**config.mk**
```make
export PLATFORM = sky130hd
export DESIGN_NAME = exa_crosb_output_arbiter_multiprio
export DESIGN_NICKNAME = d
export VERILOG_FILES = /design/src/rtl/exa_crosb_output_arbiter_multiprio.sv
export SDC_FILE = /design/constraint.sdc
export NUM_CORES = 1
export LEC_CHECK = 0
export CAP_MARGIN = 20
export CELL_PAD_IN_SITES_DETAIL_PLACEMENT = 0
export CELL_PAD_IN_SITES_GLOBAL_PLACEMENT = 1
export CORE_ASPECT_RATIO = 1.75
export CORE_MARGIN = 5
export CORE_UTILIZATION = 39
export CTS_BUF_LIST = sky130_fd_sc_hd__clkbuf_16
export CTS_CLUSTER_SIZE = 8
export DETAILED_ROUTE_END_ITERATION = 10
export PLACE_DENSITY = 0.82
export SLEW_MARGIN = 15
export SYNTH_ARGS = -nofsm -noshare
export SYNTH_HDL_FRONTEND = slang
export SYNTH_SLANG_ARGS = --single-unit
```
**constraint.sdc**
```tcl
create_clock -name clk -period 2.85 [get_ports clk]
set_input_delay 0.7125 -clock clk [delete_from_list [all_inputs] [get_ports clk]]
set_output_delay 0.7125 -clock clk [all_outputs]
set_load 0.005 [all_outputs]
```
**src/rtl/exa_crosb_output_arbiter_multiprio.sv**
```systemverilog
// exa_crosb_output_arbiter_multiprio: per-output crossbar arbiter over inputs, priorities and VCs
//   clk, reset        clock, asynchronous active-high reset
//   i_request         bit i*(vc_num*prio_num)+p*vc_num+v: input i requests priority p, VC v
//   i_credit_avail    bit p*vc_num+v: downstream output VC has a credit
//   i_cts_input       input arbiter accepts the offer, held for the transfer
//   i_last            last beat of the transferring packet
//   o_grant           one-hot offered/connected input
//   o_input_sel       encoded o_grant
//   o_prio_sel        priority of the offer/connection
//   o_vc_sel          VC of the offer/connection
//   o_cts             offer or connection active
//   o_starve_boost    connection was picked by the starvation boost
module exa_crosb_output_arbiter_multiprio #(
   parameter int input_num     = 4,
   parameter int vc_num        = 3,
   parameter int prio_num      = 2,
   parameter int offer_timeout = 16,
   parameter int starve_limit  = 8,
   localparam int iw = input_num > 1 ? $clog2(input_num) : 1,
   localparam int pw = prio_num > 1 ? $clog2(prio_num) : 1,
   localparam int vw = vc_num > 1 ? $clog2(vc_num) : 1
) (
   input  logic                                clk,
   input  logic                                reset,
   input  logic [input_num*vc_num*prio_num-1:0] i_request,
   input  logic [vc_num*prio_num-1:0]           i_credit_avail,
   input  logic                                i_cts_input,
   input  logic                                i_last,
   output logic [input_num-1:0]                o_grant,
   output logic [iw-1:0]                       o_input_sel,
   output logic [pw-1:0]                       o_prio_sel,
   output logic [vw-1:0]                       o_vc_sel,
   output logic                                o_cts,
   output logic                                o_starve_boost
);
   localparam int sw = starve_limit > 0 ? $clog2(starve_limit + 1) : 1;
   typedef enum logic [1:0] {IDLE, OFFER, XFER} state_t;
   state_t state;
   logic [iw-1:0] ptr [prio_num];
   logic [sw-1:0] starve_cnt;
   logic [prio_num-1:0][input_num-1:0] elig;
   logic [prio_num-1:0][input_num-1:0][vw-1:0] vc_of;
   logic [input_num-1:0] cand, grant_nx;
   logic [input_num-1:0][vw-1:0] cand_vc;
   logic [pw-1:0] top, low, cls;
   logic [iw-1:0] ptr_c, win_hi, win_lo, win;
   logic [vw-1:0] vc_hi, vc_lo, win_vc;
   logic any_elig, lower_pend, boost, hit_hi, req_bit, tmo, leave, take;

   always_comb begin
      elig = '0;
      vc_of = '0;
      // descending VC scan so the lowest eligible VC is the one kept
      for (int p = 0; p < prio_num; p++)
         for (int i = 0; i < input_num; i++)
            for (int v = vc_num - 1; v >= 0; v--)
               if (i_request[i*vc_num*prio_num + p*vc_num + v] && i_credit_avail[p*vc_num + v]) begin
                  elig[p][i] = 1'b1;
                  vc_of[p][i] = vw'(v);
               end
      any_elig = 1'b0;
      top = '0;
      low = '0;
      for (int p = 0; p < prio_num; p++)
         if (|elig[p]) begin
            if (!any_elig) low = pw'(p);
            top = pw'(p);
            any_elig = 1'b1;
         end
      lower_pend = low != top;
      boost = lower_pend && starve_cnt == sw'(starve_limit);
      cls = boost ? low : top;
      cand = '0;
      cand_vc = '0;
      ptr_c = '0;
      for (int p = 0; p < prio_num; p++)
         if (pw'(p) == cls) begin
            cand = elig[p];
            cand_vc = vc_of[p];
            ptr_c = ptr[p];
         end
      // round robin: lowest eligible input above the pointer, else wrap to the lowest eligible
      hit_hi = 1'b0;
      win_hi = '0;
      win_lo = '0;
      vc_hi = '0;
      vc_lo = '0;
      for (int i = input_num - 1; i >= 0; i--)
         if (cand[i]) begin
            win_lo = iw'(i);
            vc_lo = cand_vc[i];
            if (iw'(i) > ptr_c) begin
               hit_hi = 1'b1;
               win_hi = iw'(i);
               vc_hi = cand_vc[i];
            end
         end
      win = hit_hi ? win_hi : win_lo;
      win_vc = hit_hi ? vc_hi : vc_lo;
      grant_nx = '0;
      for (int i = 0; i < input_num; i++) grant_nx[i] = iw'(i) == win;
      req_bit = 1'b0;
      for (int i = 0; i < input_num; i++)
         for (int p = 0; p < prio_num; p++)
            for (int v = 0; v < vc_num; v++)
               if (iw'(i) == o_input_sel && pw'(p) == o_prio_sel && vw'(v) == o_vc_sel)
                  req_bit = i_request[i*vc_num*prio_num + p*vc_num + v];
      leave = (state == OFFER && (i_cts_input ? i_last : (!req_bit || tmo))) || (state == XFER && i_last);
      // a withdrawn offer moves the pointer past the offered input; a dropped request does not
      take = state == OFFER && (i_cts_input || (req_bit && tmo));
   end

   if (offer_timeout > 0) begin : g_tmo
      localparam int tw = $clog2(offer_timeout + 1);
      logic [tw-1:0] tcnt;
      always_ff @(posedge clk or posedge reset)
         if (reset) tcnt <= '0;
         else tcnt <= state == OFFER ? tcnt + 1'b1 : '0;
      assign tmo = state == OFFER && tcnt == tw'(offer_timeout - 1);
   end else begin : g_no_tmo
      assign tmo = 1'b0;
   end

   always_ff @(posedge clk or posedge reset)
      if (reset) begin
         state <= IDLE;
         o_grant <= '0;
         o_input_sel <= '0;
         o_prio_sel <= '0;
         o_vc_sel <= '0;
         o_cts <= 1'b0;
         o_starve_boost <= 1'b0;
         starve_cnt <= '0;
         for (int p = 0; p < prio_num; p++) ptr[p] <= iw'(input_num - 1);
      end else begin
         if (state == IDLE && any_elig) begin
            state <= OFFER;
            o_grant <= grant_nx;
            o_input_sel <= win;
            o_prio_sel <= cls;
            o_vc_sel <= win_vc;
            o_cts <= 1'b1;
            o_starve_boost <= boost;
            // a boost fires exactly at the limit, so the count never passes it
            starve_cnt <= (boost || !lower_pend) ? '0 : starve_cnt + 1'b1;
         end
         if (leave) begin
            state <= IDLE;
            o_grant <= '0;
            o_input_sel <= '0;
            o_prio_sel <= '0;
            o_vc_sel <= '0;
            o_cts <= 1'b0;
            o_starve_boost <= 1'b0;
         end else if (state == OFFER && i_cts_input) state <= XFER;
         for (int p = 0; p < prio_num; p++)
            if (take && pw'(p) == o_prio_sel) ptr[p] <= o_input_sel;
      end
endmodule

```
==> reports/qor.yml <==
synthesis:
  synth_top_area_cell: "dfrtp_1"
  synth_edf_count: 0
  syn_inst: 332
  yosys_warnings: 0
  synth_seq_cells: 26
  syn_area_sq_um: 2570
  seq_area_frac_synth: 0.255
  synth_nets: 370
  synth_top_area_share: 0.214
  avgSynthCellArea_sq_um: 7.73
  synth_flop_cell: "dfrtp_1"
  synth_most_common_cell: "nand2_1"
  synth_commonest_cells: "43 x nand2_1, 24 x nor2_1, 22 x dfrtp_1"
  synth_cell_types: 71
  synthArstFlopShare: 1.00
  synthTopCellsByArea: "dfrtp_1 21%, nand2_1 6.3%, dfstp_2 4.1%"
worst_setup_path:
  start_kind: "primary input"
  crit_fanout: 5
  reg2regPathDepth: 9
  critPathSlowestCell: "clkdlybuf4s50_1"
  arrival_ns: 3.01
  cpPeakStageDelay_ns: 0.47
  cp.required_ns: 3.04
  end_kind: "flip-flop"
  worstPathCellList: "clkdlybuf4s50_1 -> a222oi_1 -> buf_4 -> a41oi_4 -> or3_4 -> o31ai_4 -> buf_6 -> mux2i_2 -> o221ai_1 -> o21ai_1"
  worstSetupPathType: "primary input to flip-flop"
placement:
  hpwlAfterDp_um: 8000
  gp_congestion: 0.912
  io_buffers: 44
sta:
  finalHoldViolCount: 0
  max_slew_margin: 0.683
  fmax_mhz: 354
  slew_viol_final: 0
  fin_crit_sh: 0.991
  clock_skew_ns: 0.00208
  worstMarginPinSlew_ns: 0.476
  setup_viol: 0
  setup_tns_ns: 0
  fin_crit_ns: 2.82
cts:
  cts_sinks: 26
  numCtsBuffers: 3
  htreeDepth: 1
  cts-root-buf: "clkbuf_16"
  cts_tree: "done"
  hold_buffers: 0
  clk_latency_ns: 0.26
  path_clk_slew_ns: 0.06
  clock_path_buffers: 2
drt:
  ant_nets: 0
  routedWlPerCell_um: 18.9
  drc: 0
  dr.pass1.iters: 5
  drt_wl_total_um: 10100
  drt_iter0_markers: 259
  vias: 3186
  drt-vias-per-instance: 5.93
global_routing:
  overflow: 0
  grt.total_usage: 0.237
  grt_pass1_vias: 3303
  grt_pass1_wl_um: 15900
  grt_max_degree: 27
  antenna_found_initial: 0
cells_and_area:
  fin_util: 0.607
  antenna_cells: 0
  final_nets: 494
  final_layout_size_suffix_gt1_frac: 0.275
  nFillCells: 598
  area_growth_pct: 53.6
min_path:
  hold_class: "flip-flop to flip-flop"
  worst_hold_path.num_cells: 1
die:
  io_pins: 45
  rows: 39
  initial_utilization: 0.396
  die_width_um: 71.3
  die_y_um: 117
  die_area_sq_um: 8370
  core_area_sq_um: 6490
power:
  p_leak_nw: 1.66
  p_per_area_nw_per_um2: 864
  ir_worst_vdd_v: 0.000773
status:
  status: "finished clean"
run:
  cap_violations: 0
==> final cells by class <==
cell class	instances	area, sq um	share of cell area
timing repair buffer	138	1180	0.300
inverter	11	41.3	0.0105
clock buffer	3	75.1	0.0190
tap	82	103	0.0260
multi-input combinational	276	1860	0.471
clock inverter	1	30.0	0.00762
sequential	26	656	0.166
==> cell families after synthesis <==
kind of cell | synth area share
buf+inv | 0.0580
simple gates | 0.288
compound gates | 0.332
fa+ha+maj | 0.0195
mux | 0.0409
xor+xnor | 0.00682
flops | 0.255
==> where the power goes <==
| group | leakage [nW] | total, mW | internal (mW) | switching (mW) |
|---|---|---|---|---|
| registers | 0.324 | 0.748 | 0.525 | 0.222 |
| clock network | 0.0511 | 0.402 | 0.279 | 0.123 |
| logic | 1.28 | 2.26 | 1.16 | 1.09 |
==> layout by cell type, fill, tap and decap left out, types with 4 or more instances in the layout <==
| master | n |
|---|---|
| o22ai_1 | 6 |
| ha_1 | 4 |
| nand2_1 | 43 |
| mux2i_1 | 5 |
| dlygate4sd2_1 | 6 |
| dfrtp_1 | 22 |
| o21ai_0 | 17 |
| o31ai_1 | 4 |
| inv_1 | 11 |
| nand3b_1 | 6 |
| nand3_1 | 15 |
| nor3b_1 | 5 |
| buf_4 | 89 |
| a21oi_1 | 17 |
| a222oi_1 | 8 |
| a32o_1 | 4 |
| a311oi_1 | 5 |
| clkdlybuf4s50_1 | 35 |
| o21a_1 | 4 |
| a22oi_1 | 6 |
| o211ai_1 | 4 |
| nor2b_1 | 5 |
| dfstp_2 | 4 |
| o21ai_1 | 5 |
| nor2_1 | 24 |
| nor3_1 | 13 |
| nand4_1 | 7 |
| nand2b_1 | 7 |
| a211oi_1 | 5 |
==> registers in the layout, indices dropped and copies added (netlist names) <==
name,flops
o_input_sel,2
state,2
o_cts,1
o_vc_sel,2
o_grant,4
ptr,4
o_prio_sel,1
starve_cnt,4
o_starve_boost,1
g_tmo.tcnt,5
==> metrics by stage <==
stage / power [mW] / instance area, sq um / std cells / hold WS (ns) / setup WS [ns]
3_5_place_dp: 2.82 / 3680 / 526 / 0.486 / -0.434
5_1_grt: 3.64 / 3940 / 537 / 0.523 / -0.0268
3_3_place_gp: 2.78 / 3680 / 526 / 0.463 / -0.482
4_1_cts: 3.25 / 3810 / 532 / 0.496 / -0.0185
2_1_floorplan: 1.88 / 2570 / 332 / 0.433 / 0.0407
6_report: 3.41 / 3940 / 537 / 0.497 / 0.0255
==> layer usage <==
metal	global-route usage	routed length [um]	vias up
li1	-	-	1536
met1	0.248	3710	1533
met2	0.446	5610	92
met3	0.0283	381	25
met4	0.116	430	0
met5	0	0	-
==> critical path, delay by kind of cell <==
kind / cells / cell delay, ns
AOI/OAI and AO/OA: 5 / 0.89
and+or+nand+nor: 1 / 0.38
muxes: 1 / 0.21
buffers and inverters: 3 / 0.82
==> final timing paths <==
check,start,endpoint,slack [ns]
setup / recovery,i_request[1],o_vc_sel[1],0.03
hold / removal,g_tmo.tcnt[0],g_tmo.tcnt[0],0.50
setup reg to reg,o_input_sel[0],o_vc_sel[0],0.13
hold reg to reg,g_tmo.tcnt[0],g_tmo.tcnt[0],0.50
max in group asynchronous,reset,ptr[1],1.76
min in group asynchronous,reset,o_grant[3],0.80
==> repair_timing <==
action,in CTS,in global routing
endpoints found under the setup margin,13,15
setup buffers,2,5
pin swaps,4,10
resized for setup,9,20
Power figures use the tool's default switching activity.
